## config.mk

```make
export PLATFORM = sky130hd
export DESIGN_NAME = hazard_flush_ctrl
export DESIGN_NICKNAME = d
export VERILOG_FILES = /design/src/rtl/hazard_flush_ctrl.sv
export SDC_FILE = /design/constraint.sdc
export NUM_CORES = 1
export LEC_CHECK = 0
export ABC_AREA = 0
export BUFFER_PORTS_ARGS = -buffer_cell sky130_fd_sc_hd__buf_2
export CAP_MARGIN = 10
export CORE_AREA = 2 2 39 41
export DETAILED_ROUTE_END_ITERATION = 6
export DIE_AREA = 0 0 41 43
export GPL_TIMING_DRIVEN = 0
export PLACE_DENSITY = 0.5
export REMOVE_ABC_BUFFERS = 1
export SYNTH_ARGS = -nofsm -noshare
export SYNTH_HDL_FRONTEND = slang
export SYNTH_SLANG_ARGS = --single-unit
```

## constraint.sdc

```tcl
create_clock -name clk -period 1.3 [get_ports clk]
set_input_delay 0.26 -clock clk [delete_from_list [all_inputs] [get_ports clk]]
set_output_delay 0.26 -clock clk [all_outputs]
set_load 0.01 [all_outputs]
```

## src/rtl/hazard_flush_ctrl.sv

```systemverilog
// hazard_flush_ctrl
// Front-end hazard controller for a five-stage pipeline. It stalls PC and IF/ID
// and inserts a bubble on a load-use hazard, and it flushes the younger stages
// for a taken branch resolved in MEM. Both actions can be held for several cycles.
// A taken branch always has priority over a load-use stall.
// Optional feature: define HAZARD_PERF_CNT_EN to add the saturating
// stall_count / flush_count performance counters.

module hazard_flush_ctrl #(
    parameter int STALL_CYCLES = 1,
    parameter int FLUSH_CYCLES = 1,
    parameter int CNT_W        = 32
) (
    input  logic             clk,
    input  logic             reset,
    input  logic             idex_MemRead,
    input  logic [4:0]       idex_rd,
    input  logic [4:0]       ifid_rs1,
    input  logic [4:0]       ifid_rs2,
    input  logic             exmem_taken,
    output logic             PCWrite,
    output logic             IFIDWrite,
    output logic             ctrl_bubble,
    output logic             flush_ifid,
    output logic             flush_idex,
    output logic             flush_exmem,
    output logic             busy
`ifdef HAZARD_PERF_CNT_EN
    ,
    output logic [CNT_W-1:0] stall_count,
    output logic [CNT_W-1:0] flush_count
`endif
);

    typedef enum logic [1:0] {
        RUN,
        STALL,
        FLUSH
    } state_t;

    // Counter reload values. The first cycle of a stall or flush is spent in RUN,
    // so the multi-cycle state only has to cover the remaining N-1 cycles.
    localparam logic [3:0] STALL_RELOAD = (STALL_CYCLES > 1) ? 4'(STALL_CYCLES - 2) : 4'd0;
    localparam logic [3:0] FLUSH_RELOAD = (FLUSH_CYCLES > 1) ? 4'(FLUSH_CYCLES - 2) : 4'd0;

    state_t     state;
    state_t     next_state;
    logic [3:0] cnt;
    logic [3:0] next_cnt;
    logic       load_use;

    // A load in EX feeding either source of the instruction in ID; x0 is never a hazard.
    assign load_use = idex_MemRead && (idex_rd != 5'd0) &&
                      ((idex_rd == ifid_rs1) || (idex_rd == ifid_rs2));

    assign busy = (state != RUN);

    // State and hold counter; reset returns to RUN immediately.
    always_ff @(posedge clk or negedge reset) begin
        if (!reset) begin
            state <= RUN;
            cnt   <= 4'd0;
        end else begin
            state <= next_state;
            cnt   <= next_cnt;
        end
    end

    // Next state and strobes; a taken branch overrides everything except reset.
    always_comb begin
        next_state  = state;
        next_cnt    = cnt;
        PCWrite     = 1'b1;
        IFIDWrite   = 1'b1;
        ctrl_bubble = 1'b0;
        flush_ifid  = 1'b0;
        flush_idex  = 1'b0;
        flush_exmem = 1'b0;

        if (!reset) begin
            next_state = RUN;
            next_cnt   = 4'd0;
        end else if (exmem_taken) begin
            flush_ifid  = 1'b1;
            flush_idex  = 1'b1;
            flush_exmem = 1'b1;
            if (FLUSH_CYCLES > 1) begin
                next_state = FLUSH;
                next_cnt   = FLUSH_RELOAD;
            end else begin
                next_state = RUN;
                next_cnt   = 4'd0;
            end
        end else begin
            case (state)
                RUN: begin
                    if (load_use) begin
                        PCWrite     = 1'b0;
                        IFIDWrite   = 1'b0;
                        ctrl_bubble = 1'b1;
                        if (STALL_CYCLES > 1) begin
                            next_state = STALL;
                            next_cnt   = STALL_RELOAD;
                        end
                    end
                end
                STALL: begin
                    PCWrite     = 1'b0;
                    IFIDWrite   = 1'b0;
                    ctrl_bubble = 1'b1;
                    if (cnt == 4'd0) begin
                        next_state = RUN;
                    end else begin
                        next_cnt = cnt - 4'd1;
                    end
                end
                FLUSH: begin
                    flush_ifid  = 1'b1;
                    flush_idex  = 1'b1;
                    flush_exmem = 1'b1;
                    if (cnt == 4'd0) begin
                        next_state = RUN;
                    end else begin
                        next_cnt = cnt - 4'd1;
                    end
                end
                default: begin
                    next_state = RUN;
                    next_cnt   = 4'd0;
                end
            endcase
        end
    end

`ifdef HAZARD_PERF_CNT_EN
    // Count bubble and flush cycles, holding at all-ones instead of wrapping.
    always_ff @(posedge clk or negedge reset) begin
        if (!reset) begin
            stall_count <= '0;
            flush_count <= '0;
        end else begin
            if (ctrl_bubble && (stall_count != {CNT_W{1'b1}})) begin
                stall_count <= stall_count + 1'b1;
            end
            if (flush_idex && (flush_count != {CNT_W{1'b1}})) begin
                flush_count <= flush_count + 1'b1;
            end
        end
    end
`endif

endmodule

```

==> results of run 1 <==
==> Yosys cell counts, drive strengths merged <==
cell type and number:
nand3b 1, nand3 2, and2 1, o21a 1, o21ai 1, xnor2 6, buf 4, conb 1
nor3 3, xor2 4, a21oi 1, nor2 1
==> power groups by stage <==
| stage | sequential, mW | clock (mW) | combinational (mW) |
|---|---|---|---|
| floorplan | 0 | 0 | 0.0417 |
| CTS | 0 | 0 | 0.0992 |
| finish | 0 | 0 | 0.119 |
| detailed placement | 0 | 0 | 0.0863 |
| global placement | 0 | 0 | 0.0856 |
| global route | 0 | 0 | 0.130 |
==> metrics by stage <==
stage	cell area, um^2	instances	worst slack [ns]	util [%]
2_1_floorplan	161	22	0.0418	-
3_3_place_gp	302	62	-0.0999	21.8
3_5_place_dp	302	62	-0.110	21.8
4_1_cts	335	62	0.000589	24.2
5_1_grt	399	62	-0.0289	28.8
6_report	399	62	0.0430	28.8
==> worst min-delay path by stage <==
stage / startpoint / endpoint / slack, ns / depth (start not counted)
3_5_place_dp: exmem_taken / flush_idex / 0.88 / 3
5_1_grt: reset / flush_idex / 0.90 / 3
6_report: reset / flush_idex / 0.87 / 3
3_3_place_gp: reset / flush_exmem / 0.88 / 3
4_1_cts: exmem_taken / flush_idex / 0.88 / 3
2_1_floorplan: reset / flush_exmem / 0.74 / 1
==> logic make-up (layout without fill, tap and decap cells) <==
kind of cell / Yosys count / count (layout) / synth area share, %
and+or+nand+nor: 8 / 8 / 27.5
xor gates and xnor gates: 10 / 10 / 45.7
buffers and inverters: 4 / 24 / 15.7
other: 1 / 1 / 1.96
AOI/OAI and AO/OA: 3 / 3 / 9.15
==> area by class of cell <==
type	instances	area share (%)
multi-input combinational	22	53.0
timing repair buffer	24	42.0
tap	16	5.02
==> cell usage in the layout (no fill, tap or decap) <==
master | netlist | final
buf_2 | 0 | 17
xnor2_2 | 0 | 6
buf_6 | 0 | 6
xor2_1 | 4 | 4
nor3_2 | 2 | 2
and2_1 | 1 | 1
nand3_2 | 0 | 1
nand3_1 | 2 | 1
nor2_1 | 1 | 1
nor3_1 | 1 | 1
nand3b_1 | 1 | 1
a21oi_1 | 1 | 1
o21a_1 | 1 | 1
o21ai_1 | 0 | 1
conb_1 | 1 | 1
buf_8 | 0 | 1
==> routing by layer <==
layer / up-vias / wire (um) / share of wire, % / GRT usage (%)
met2: 13 / 248 / 50 / 10.3
met3: 0 / 66 / 13 / 0.524
li1: 123 / - / - / -
met5: - / 0 / 0 / 0
met4: 0 / 0 / 0 / 0
met1: 97 / 180 / 36 / 7.91
==> repair_timing <==
action	CTS	global route
gates resized for setup	8	12
endpoints found under the setup margin	3	3
pin swaps	12	2
==> impl_metrics.prom, run 1 <==
# TYPE chip_impl_metric gauge
chip_impl_info{name="run_status",value="complete, no violations"} 1
chip_impl_metric{name="max_freq",unit="MHz"} 796
chip_impl_metric{name="place_congestion",unit=""} 0.617
chip_impl_info{name="crit_path_start",value="ifid_rs2[1]"} 1
chip_impl_metric{name="cp.required",unit="ns"} 1.04
chip_impl_metric{name="drc_errors",unit=""} 0
chip_impl_metric{name="maximum_number_of_pins_on_one_net_before_global_route_repair",unit=""} 4
chip_impl_metric{name="pwr_density_cell",unit="nW/um^2"} 298
chip_impl_metric{name="route.vias.total",unit=""} 233
chip_impl_info{name="cp_cell_sequence",value="buf_6 > xnor2_2 > nand3_2 > nor3_2 > o21a_1 > buf_2"} 1
chip_impl_metric{name="antenna_violations_before_repair",unit=""} 0
chip_impl_metric{name="cell_internal_pwr",unit="mW"} 0.0723
chip_impl_metric{name="post_synth_num_cell_types",unit=""} 13
chip_impl_metric{name="critPathBufInv",unit=""} 2
chip_impl_metric{name="sequential_cell_area",unit="um^2"} 0
chip_impl_metric{name="detail_route.wirelength",unit="um"} 495
chip_impl_info{name="slowest_cell_on_crit_path",value="xnor2_2"} 1
chip_impl_metric{name="die_area",unit="um^2"} 1760
chip_impl_info{name="netlist_top_cells_area",value="xnor2_1 (27%), xor2_1 (18%), buf_4 (16%), nor3_2 (10%), nand3_1 (5.2%)"} 1
chip_impl_metric{name="first_pass_iters",unit=""} 2
chip_impl_metric{name="fill_cells",unit=""} 150
chip_impl_metric{name="rows",unit=""} 14
chip_impl_info{name="grt_setup_unrepaired",value="true"} 1
chip_impl_metric{name="postRouteAntennaNets",unit=""} 0
chip_impl_metric{name="p_leak",unit="nW"} 0.197
chip_impl_metric{name="ctsHoldBuffers",unit=""} 0
chip_impl_metric{name="finalCriticalPeriod",unit="ns"} 1.26
chip_impl_metric{name="cp_slowest_stage_delay",unit="ns"} 0.15
chip_impl_metric{name="diodes",unit=""} 0
chip_impl_metric{name="maxSlewViolCount",unit=""} 0
chip_impl_metric{name="initial_standard_cell_utilization_of_the_core",unit="%"} 13.8
chip_impl_metric{name="vdd_ir_drop_max",unit="mV"} 0.0877
chip_impl_metric{name="synthDominantCellAreaShare",unit="%"} 27.5
chip_impl_metric{name="port_buffers",unit=""} 24
chip_impl_metric{name="postCtsSetupRepairBufs",unit=""} 0
chip_impl_metric{name="setup_violators_final",unit=""} 0
chip_impl_metric{name="drt-initial-drc-count",unit=""} 2
chip_impl_metric{name="hold-worst-slack",unit="ns"} 0.869
chip_impl_metric{name="final-hold-violation-count",unit=""} 0
chip_impl_metric{name="multi_input_comb_area",unit="um^2"} 211
chip_impl_metric{name="vias_in_the_first_global_route",unit=""} 212
chip_impl_metric{name="area_overhead_vs_synth",unit="%"} 108
chip_impl_metric{name="clock_power_share",unit="%"} 0
chip_impl_info{name="critPathCaptureType",value="primary output"} 1
chip_impl_metric{name="comb_power_share",unit="%"} 100.0
chip_impl_metric{name="floorplan.die.height",unit="um"} 43
chip_impl_metric{name="swShare",unit="%"} 39.2
chip_impl_metric{name="synthesis.instances",unit=""} 26
chip_impl_metric{name="clock_buffer_count",unit=""} 0
chip_impl_metric{name="wl_per_cell",unit="um"} 7.98
chip_impl_info{name="startpoint_kind_of_the_worst_setup_timing_path",value="input pin"} 1
chip_impl_metric{name="n_sequential_cell",unit=""} 0
chip_impl_info{name="synth_area_leader_cell",value="xnor2_1"} 1
chip_impl_metric{name="grtUsageTotal",unit="%"} 5.89
chip_impl_metric{name="timing.critical_path.arrival",unit="ns"} 1.00
chip_impl_info{name="critical-path-top-delay-family",value="simple AND/OR/NAND/NOR gates"} 1
chip_impl_metric{name="core-area",unit="um^2"} 1380
chip_impl_metric{name="totalPowerFinal",unit="mW"} 0.119
chip_impl_info{name="min-delay-path-class",value="input pin to primary output"} 1
chip_impl_metric{name="worstSetupPathDepth",unit=""} 6
chip_impl_metric{name="io-pin-count",unit=""} 26
chip_impl_metric{name="p_switching",unit="mW"} 0.0465
chip_impl_info{name="path_class",value="input pin to primary output"} 1
chip_impl_metric{name="grt_overflow",unit=""} 0
chip_impl_metric{name="die_width",unit="um"} 41
chip_impl_metric{name="via_per_inst",unit=""} 3.76
chip_impl_metric{name="fraction_of_the_cycle_the_final_worst_path_needs",unit="%"} 96.7
chip_impl_metric{name="fin_nets",unit=""} 67
chip_impl_metric{name="seq_total_area_yosys",unit="%"} 0
chip_impl_metric{name="critical_path.max_fanout",unit=""} 2
chip_impl_metric{name="final.setup.tns",unit="ns"} 0
chip_impl_info{name="worst_setup_path_endpoint",value="ctrl_bubble"} 1
chip_impl_metric{name="synthesis.area",unit="um^2"} 191
chip_impl_metric{name="ys.warnings.count",unit=""} 0
chip_impl_metric{name="grt_pass1_wl",unit="um"} 772
chip_impl_metric{name="sequentialPowerShare",unit="%"} 0
chip_impl_metric{name="max_cap_viol_count",unit=""} 0
chip_impl_metric{name="layout-drive-gt1-share",unit="%"} 71.7
chip_impl_metric{name="synth_area_per_cell",unit="um^2"} 7.36
Note: power is estimated with default switching activity, not from simulation.
==> inputs of run 2 (changes only) <==
--- a/config.mk
+++ b/config.mk
@@ -14,6 +14,7 @@
 export GPL_TIMING_DRIVEN = 0
 export PLACE_DENSITY = 0.5
 export REMOVE_ABC_BUFFERS = 1
+export SETUP_SLACK_MARGIN = 0.1
 export SYNTH_ARGS = -nofsm -noshare
 export SYNTH_HDL_FRONTEND = slang
 export SYNTH_SLANG_ARGS = --single-unit
==> impl_metrics.prom, run 2 (synthesized netlist as in run 1, its figures left out) <==
# TYPE chip_impl_metric gauge
chip_impl_metric{name="cp_slowest_stage_delay",unit="ns"} 0.14
chip_impl_metric{name="timing.critical_path.arrival",unit="ns"} 1.00
chip_impl_info{name="startpoint_kind_of_the_worst_setup_timing_path",value="input pin"} 1
chip_impl_metric{name="maximum_number_of_pins_on_one_net_before_global_route_repair",unit=""} 4
chip_impl_metric{name="place_congestion",unit=""} 0.617
chip_impl_metric{name="fraction_of_the_cycle_the_final_worst_path_needs",unit="%"} 96.7
chip_impl_metric{name="sequential_cell_area",unit="um^2"} 0
chip_impl_metric{name="pre_cts_ws",unit="ns"} -0.110
chip_impl_metric{name="placed_cell_area",unit="um^2"} 302
chip_impl_metric{name="totalPowerFinal",unit="mW"} 0.122
chip_impl_metric{name="maxSlewViolCount",unit=""} 0
chip_impl_metric{name="core-area",unit="um^2"} 1380
chip_impl_metric{name="critical_path.max_fanout",unit=""} 3
chip_impl_info{name="run_status",value="complete, no violations"} 1
chip_impl_info{name="min-delay-path-class",value="input pin to primary output"} 1
chip_impl_metric{name="port_buffers",unit=""} 24
chip_impl_metric{name="max_freq",unit="MHz"} 795
chip_impl_metric{name="setup_violators_final",unit=""} 0
chip_impl_metric{name="postRouteAntennaNets",unit=""} 0
chip_impl_info{name="path_class",value="input pin to primary output"} 1
chip_impl_info{name="critPathCaptureType",value="primary output"} 1
chip_impl_metric{name="grtUsageTotal",unit="%"} 6.22
chip_impl_metric{name="final-hold-violation-count",unit=""} 0
chip_impl_metric{name="n_sequential_cell",unit=""} 0
chip_impl_info{name="critical-path-top-delay-family",value="simple AND/OR/NAND/NOR gates"} 1
chip_impl_metric{name="vias_in_the_first_global_route",unit=""} 231
chip_impl_info{name="grt_setup_unrepaired",value="true"} 1
chip_impl_metric{name="final_cells",unit=""} 62
chip_impl_metric{name="die_width",unit="um"} 41
chip_impl_metric{name="floorplan.die.height",unit="um"} 43
chip_impl_metric{name="io-pin-count",unit=""} 26
chip_impl_metric{name="via_per_inst",unit=""} 3.68
chip_impl_info{name="slowest_cell_on_crit_path",value="nor3_2"} 1
chip_impl_metric{name="critPathBufInv",unit=""} 2
chip_impl_metric{name="grt_overflow",unit=""} 0
chip_impl_metric{name="rows",unit=""} 14
chip_impl_metric{name="multi_input_comb_area",unit="um^2"} 211
chip_impl_metric{name="die_area",unit="um^2"} 1760
chip_impl_info{name="layout_commonest_cell",value="buf_2"} 1
chip_impl_metric{name="finalCriticalPeriod",unit="ns"} 1.26
chip_impl_info{name="commonest_non_fill_non_tap_cells_in_the_layout",value="buf_2 (15), buf_6 (8), xnor2_2 (6)"} 1
chip_impl_info{name="cp_cell_sequence",value="buf_8 > xnor2_2 > nand3_1 > nor3_2 > o21a_1 > buf_2"} 1
chip_impl_metric{name="fill_cells",unit=""} 151
chip_impl_metric{name="cp.required",unit="ns"} 1.04
chip_impl_metric{name="setup_ws",unit="ns"} 0.0425
chip_impl_metric{name="fin_nets",unit=""} 67
chip_impl_metric{name="place.detailed.instances",unit=""} 62
chip_impl_metric{name="diodes",unit=""} 0
chip_impl_metric{name="first_pass_iters",unit=""} 2
chip_impl_metric{name="antenna_violations_before_repair",unit=""} 0
chip_impl_metric{name="hold-worst-slack",unit="ns"} 0.869
chip_impl_metric{name="layout-drive-gt1-share",unit="%"} 71.7
chip_impl_metric{name="wl_per_cell",unit="um"} 8.21
chip_impl_metric{name="area_overhead_vs_synth",unit="%"} 115
chip_impl_metric{name="pwr_density_cell",unit="nW/um^2"} 297
chip_impl_metric{name="postLayoutCellArea",unit="um^2"} 412
chip_impl_metric{name="grt_pass1_wl",unit="um"} 821
chip_impl_metric{name="vdd_ir_drop_max",unit="mV"} 0.0980
chip_impl_metric{name="drt-initial-drc-count",unit=""} 2
chip_impl_metric{name="detail_route.wirelength",unit="um"} 509
chip_impl_metric{name="p_leak",unit="nW"} 0.201
chip_impl_metric{name="drc_errors",unit=""} 0
chip_impl_metric{name="max_cap_viol_count",unit=""} 0
chip_impl_metric{name="initial_standard_cell_utilization_of_the_core",unit="%"} 13.8
chip_impl_metric{name="clock_buffer_count",unit=""} 0
chip_impl_metric{name="route.vias.total",unit=""} 228
## run 2: cell types whose count changed in the layout (fill, tap and decap cells not counted)
| cell | delta |
|---|---|
| buf_2 | -2 |
| buf_6 | +2 |
## run 2: worst paths after layout
kind | start | endpoint | depth (start not counted)
setup / recovery | idex_rd[0] | ctrl_bubble | 6
hold / removal | reset | flush_idex | 3
## run 2: stage by stage
step	setup TNS (ns)	utilization, %
CTS	0	28.8
floorplan	0	-
finish	0	29.7
global placement	-0.274	21.8
detailed placement	-0.304	21.8
global route	-0.0533	29.7
## run 2: cell type report
class              instances  area share, %
repair buffers            24           43.8
multi-input cells         22           51.4
well taps                 16           4.86
## run 2: power breakdown
| part | internal [mW] | switching (mW) | total [mW] |
|---|---|---|---|
| registers | 0 | 0 | 0 |
| clock network | 0 | 0 | 0 |
| logic | 0.0760 | 0.0464 | 0.122 |
## run 2: what timing repair did
action | in CTS | in global routing
pin swaps | 12 | 0
setup buffers | 0 | 0
hold buffers | 0 | 0
setup endpoints to repair | 3 | 3
gates resized for setup | 20 | 2
## run 2: metal layers
| layer | part of all wire, % | track usage, % | wire length (um) | vias up |
|---|---|---|---|---|
| li1 | - | - | - | 122 |
| met1 | 35 | 8.01 | 177 | 93 |
| met2 | 52 | 11.3 | 264 | 13 |
| met3 | 13 | 0.524 | 67 | 0 |
| met4 | 0 | 0 | 0 | 0 |
| met5 | 0 | 0 | 0 | - |
## run 2: worst min-delay path, stage by stage
cell and delay, ns:
buf_2 0.08, and2_1 0.13, buf_2 0.13
==> inputs of run 3 (changes only) <==
--- a/config.mk
+++ b/config.mk
@@ -12,7 +12,8 @@
 export DETAILED_ROUTE_END_ITERATION = 6
 export DIE_AREA = 0 0 41 43
 export GPL_TIMING_DRIVEN = 0
-export PLACE_DENSITY = 0.5
+export MAX_ROUTING_LAYER = met4
+export PLACE_DENSITY = 0.51
 export REMOVE_ABC_BUFFERS = 1
 export SETUP_SLACK_MARGIN = 0.1
 export SYNTH_ARGS = -nofsm -noshare
==> constraint.sdc (replaced) <==
create_clock -name clk -period 1.15 [get_ports clk]
set_input_delay 0.23 -clock clk [delete_from_list [all_inputs] [get_ports clk]]
set_output_delay 0.23 -clock clk [all_outputs]
set_load 0.01 [all_outputs]
==> impl_metrics.prom, run 3 (synthesized netlist as in run 1, its figures left out) <==
# TYPE chip_impl_metric gauge
chip_impl_info{name="run_status",value="finished with violations"} 1
chip_impl_info{name="violations",value="setup timing"} 1
chip_impl_metric{name="place_congestion",unit=""} 0.687
chip_impl_metric{name="final_cells",unit=""} 62
chip_impl_metric{name="route.vias.total",unit=""} 232
chip_impl_metric{name="max_freq",unit="MHz"} 837
chip_impl_metric{name="grt_pass1_wl",unit="um"} 862
chip_impl_metric{name="postLayoutCellArea",unit="um^2"} 434
chip_impl_metric{name="maximum_number_of_pins_on_one_net_before_global_route_repair",unit=""} 4
chip_impl_metric{name="diodes",unit=""} 0
chip_impl_metric{name="timing.critical_path.arrival",unit="ns"} 0.96
chip_impl_metric{name="finalCriticalPeriod",unit="ns"} 1.19
chip_impl_metric{name="port_buffers",unit=""} 24
chip_impl_metric{name="wl_per_cell",unit="um"} 8.69
chip_impl_metric{name="n_sequential_cell",unit=""} 0
chip_impl_metric{name="vias_in_the_first_global_route",unit=""} 218
chip_impl_metric{name="antenna_violations_before_repair",unit=""} 0
chip_impl_metric{name="dp_hpwl",unit="um"} 476
chip_impl_metric{name="detail_route.wirelength",unit="um"} 539
chip_impl_metric{name="via_per_inst",unit=""} 3.74
chip_impl_metric{name="fill_cells",unit=""} 152
chip_impl_info{name="path_class",value="input pin to primary output"} 1
chip_impl_metric{name="fraction_of_the_cycle_the_final_worst_path_needs",unit="%"} 104
chip_impl_metric{name="multi_input_comb_area",unit="um^2"} 228
chip_impl_metric{name="place.detailed.instances",unit=""} 62
chip_impl_metric{name="setup_violators_final",unit=""} 3
chip_impl_info{name="grt_setup_unrepaired",value="true"} 1
chip_impl_info{name="min-delay-path-class",value="input pin to primary output"} 1
chip_impl_metric{name="clock_buffer_count",unit=""} 0
chip_impl_metric{name="critical_path.max_fanout",unit=""} 2
chip_impl_metric{name="fin_nets",unit=""} 67
chip_impl_metric{name="first_pass_iters",unit=""} 3
chip_impl_metric{name="pwr_density_cell",unit="nW/um^2"} 348
chip_impl_metric{name="drc_errors",unit=""} 0
chip_impl_metric{name="layout-drive-gt1-share",unit="%"} 73.9
chip_impl_metric{name="floorplan.die.height",unit="um"} 43
chip_impl_metric{name="vdd_ir_drop_max",unit="mV"} 0.106
chip_impl_metric{name="ctsHoldBuffers",unit=""} 0
chip_impl_metric{name="setup_ws",unit="ns"} -0.0449
chip_impl_metric{name="die_area",unit="um^2"} 1760
chip_impl_info{name="commonest_non_fill_non_tap_cells_in_the_layout",value="buf_2 (14), buf_6 (9), xnor2_2 (5)"} 1
chip_impl_metric{name="hold-worst-slack",unit="ns"} 0.816
chip_impl_metric{name="area_overhead_vs_synth",unit="%"} 127
chip_impl_metric{name="grt_overflow",unit=""} 0
chip_impl_metric{name="io-pin-count",unit=""} 26
chip_impl_metric{name="initial_standard_cell_utilization_of_the_core",unit="%"} 13.8
chip_impl_metric{name="maxSlewViolCount",unit=""} 0
chip_impl_metric{name="sequential_cell_area",unit="um^2"} 0
chip_impl_metric{name="die_width",unit="um"} 41
chip_impl_metric{name="p_leak",unit="nW"} 0.206
chip_impl_metric{name="grtUsageTotal",unit="%"} 6.79
chip_impl_metric{name="drt-initial-drc-count",unit=""} 5
chip_impl_metric{name="final-hold-violation-count",unit=""} 0
chip_impl_metric{name="core-area",unit="um^2"} 1380
chip_impl_info{name="critPathCaptureType",value="primary output"} 1
chip_impl_metric{name="worstHoldPathCells",unit=""} 3
chip_impl_metric{name="cp.required",unit="ns"} 0.92
chip_impl_info{name="layout_commonest_cell",value="buf_2"} 1
chip_impl_metric{name="rows",unit=""} 14
chip_impl_metric{name="max_cap_viol_count",unit=""} 0
chip_impl_metric{name="placed_cell_area",unit="um^2"} 302
chip_impl_metric{name="final.setup.tns",unit="ns"} -0.120
chip_impl_info{name="startpoint_kind_of_the_worst_setup_timing_path",value="input pin"} 1
chip_impl_metric{name="postRouteAntennaNets",unit=""} 0
## run 3: cell count changes in the layout (fill, tap and decap cells not counted)
cell / before / now
buf_2: 15 / 14
buf_6: 8 / 9
nand3_1: 1 / 0
nand3_2: 1 / 2
xnor2_2: 6 / 5
xnor2_4: 0 / 1
## run 3: layout make-up
type	count	share of cell area, %
timing repair buffer	24	42.9
multi-input combinational	22	52.4
tap	16	4.61
## run 3: report_power, final
part / total [mW] / internal, mW / switching, mW
Clock: 0 / 0 / 0
Sequential: 0 / 0 / 0
Combinational: 0.151 / 0.0929 / 0.0582
## run 3: routing by layer
metal / share of wire (%) / GRT usage (%) / wire length [um] / vias to the layer above
li1: - / - / - / 123
met1: 35 / 8.68 / 189 / 100
met2: 57 / 12.2 / 308 / 9
met3: 7.6 / 0 / 41 / 0
met4: 0 / 0 / 0 / 0
met5: 0 / - / 0 / -
## run 3: critical path, cell delays in order
cell     delay [ns]
buf_6          0.10
xnor2_2        0.15
nand3_2        0.10
nor3_2         0.14
o21a_1         0.12
buf_2          0.12
## run 3: path summary, 6_finish.rpt
| kind | slack, ns | to | from |
|---|---|---|---|
| worst max-delay path | -0.04 | ctrl_bubble | ifid_rs2[1] |
| worst min-delay path | 0.82 | flush_ifid | exmem_taken |
## run 3: repair_timing
item	in CTS	in global routing
setup buffers	0	0
pin swaps	12	1
resized for setup	21	4
gates cloned	0	0
setup endpoints to repair	3	3
## run 3: metrics by stage
step	util [%]	setup slack [ns]	power (mW)
floorplan	-	-0.0482	0.0471
global placement	21.8	-0.200	0.0968
detailed placement	21.8	-0.218	0.0979
CTS	29.4	-0.0638	0.139
global route	31.4	-0.107	0.164
finish	31.4	-0.0449	0.151
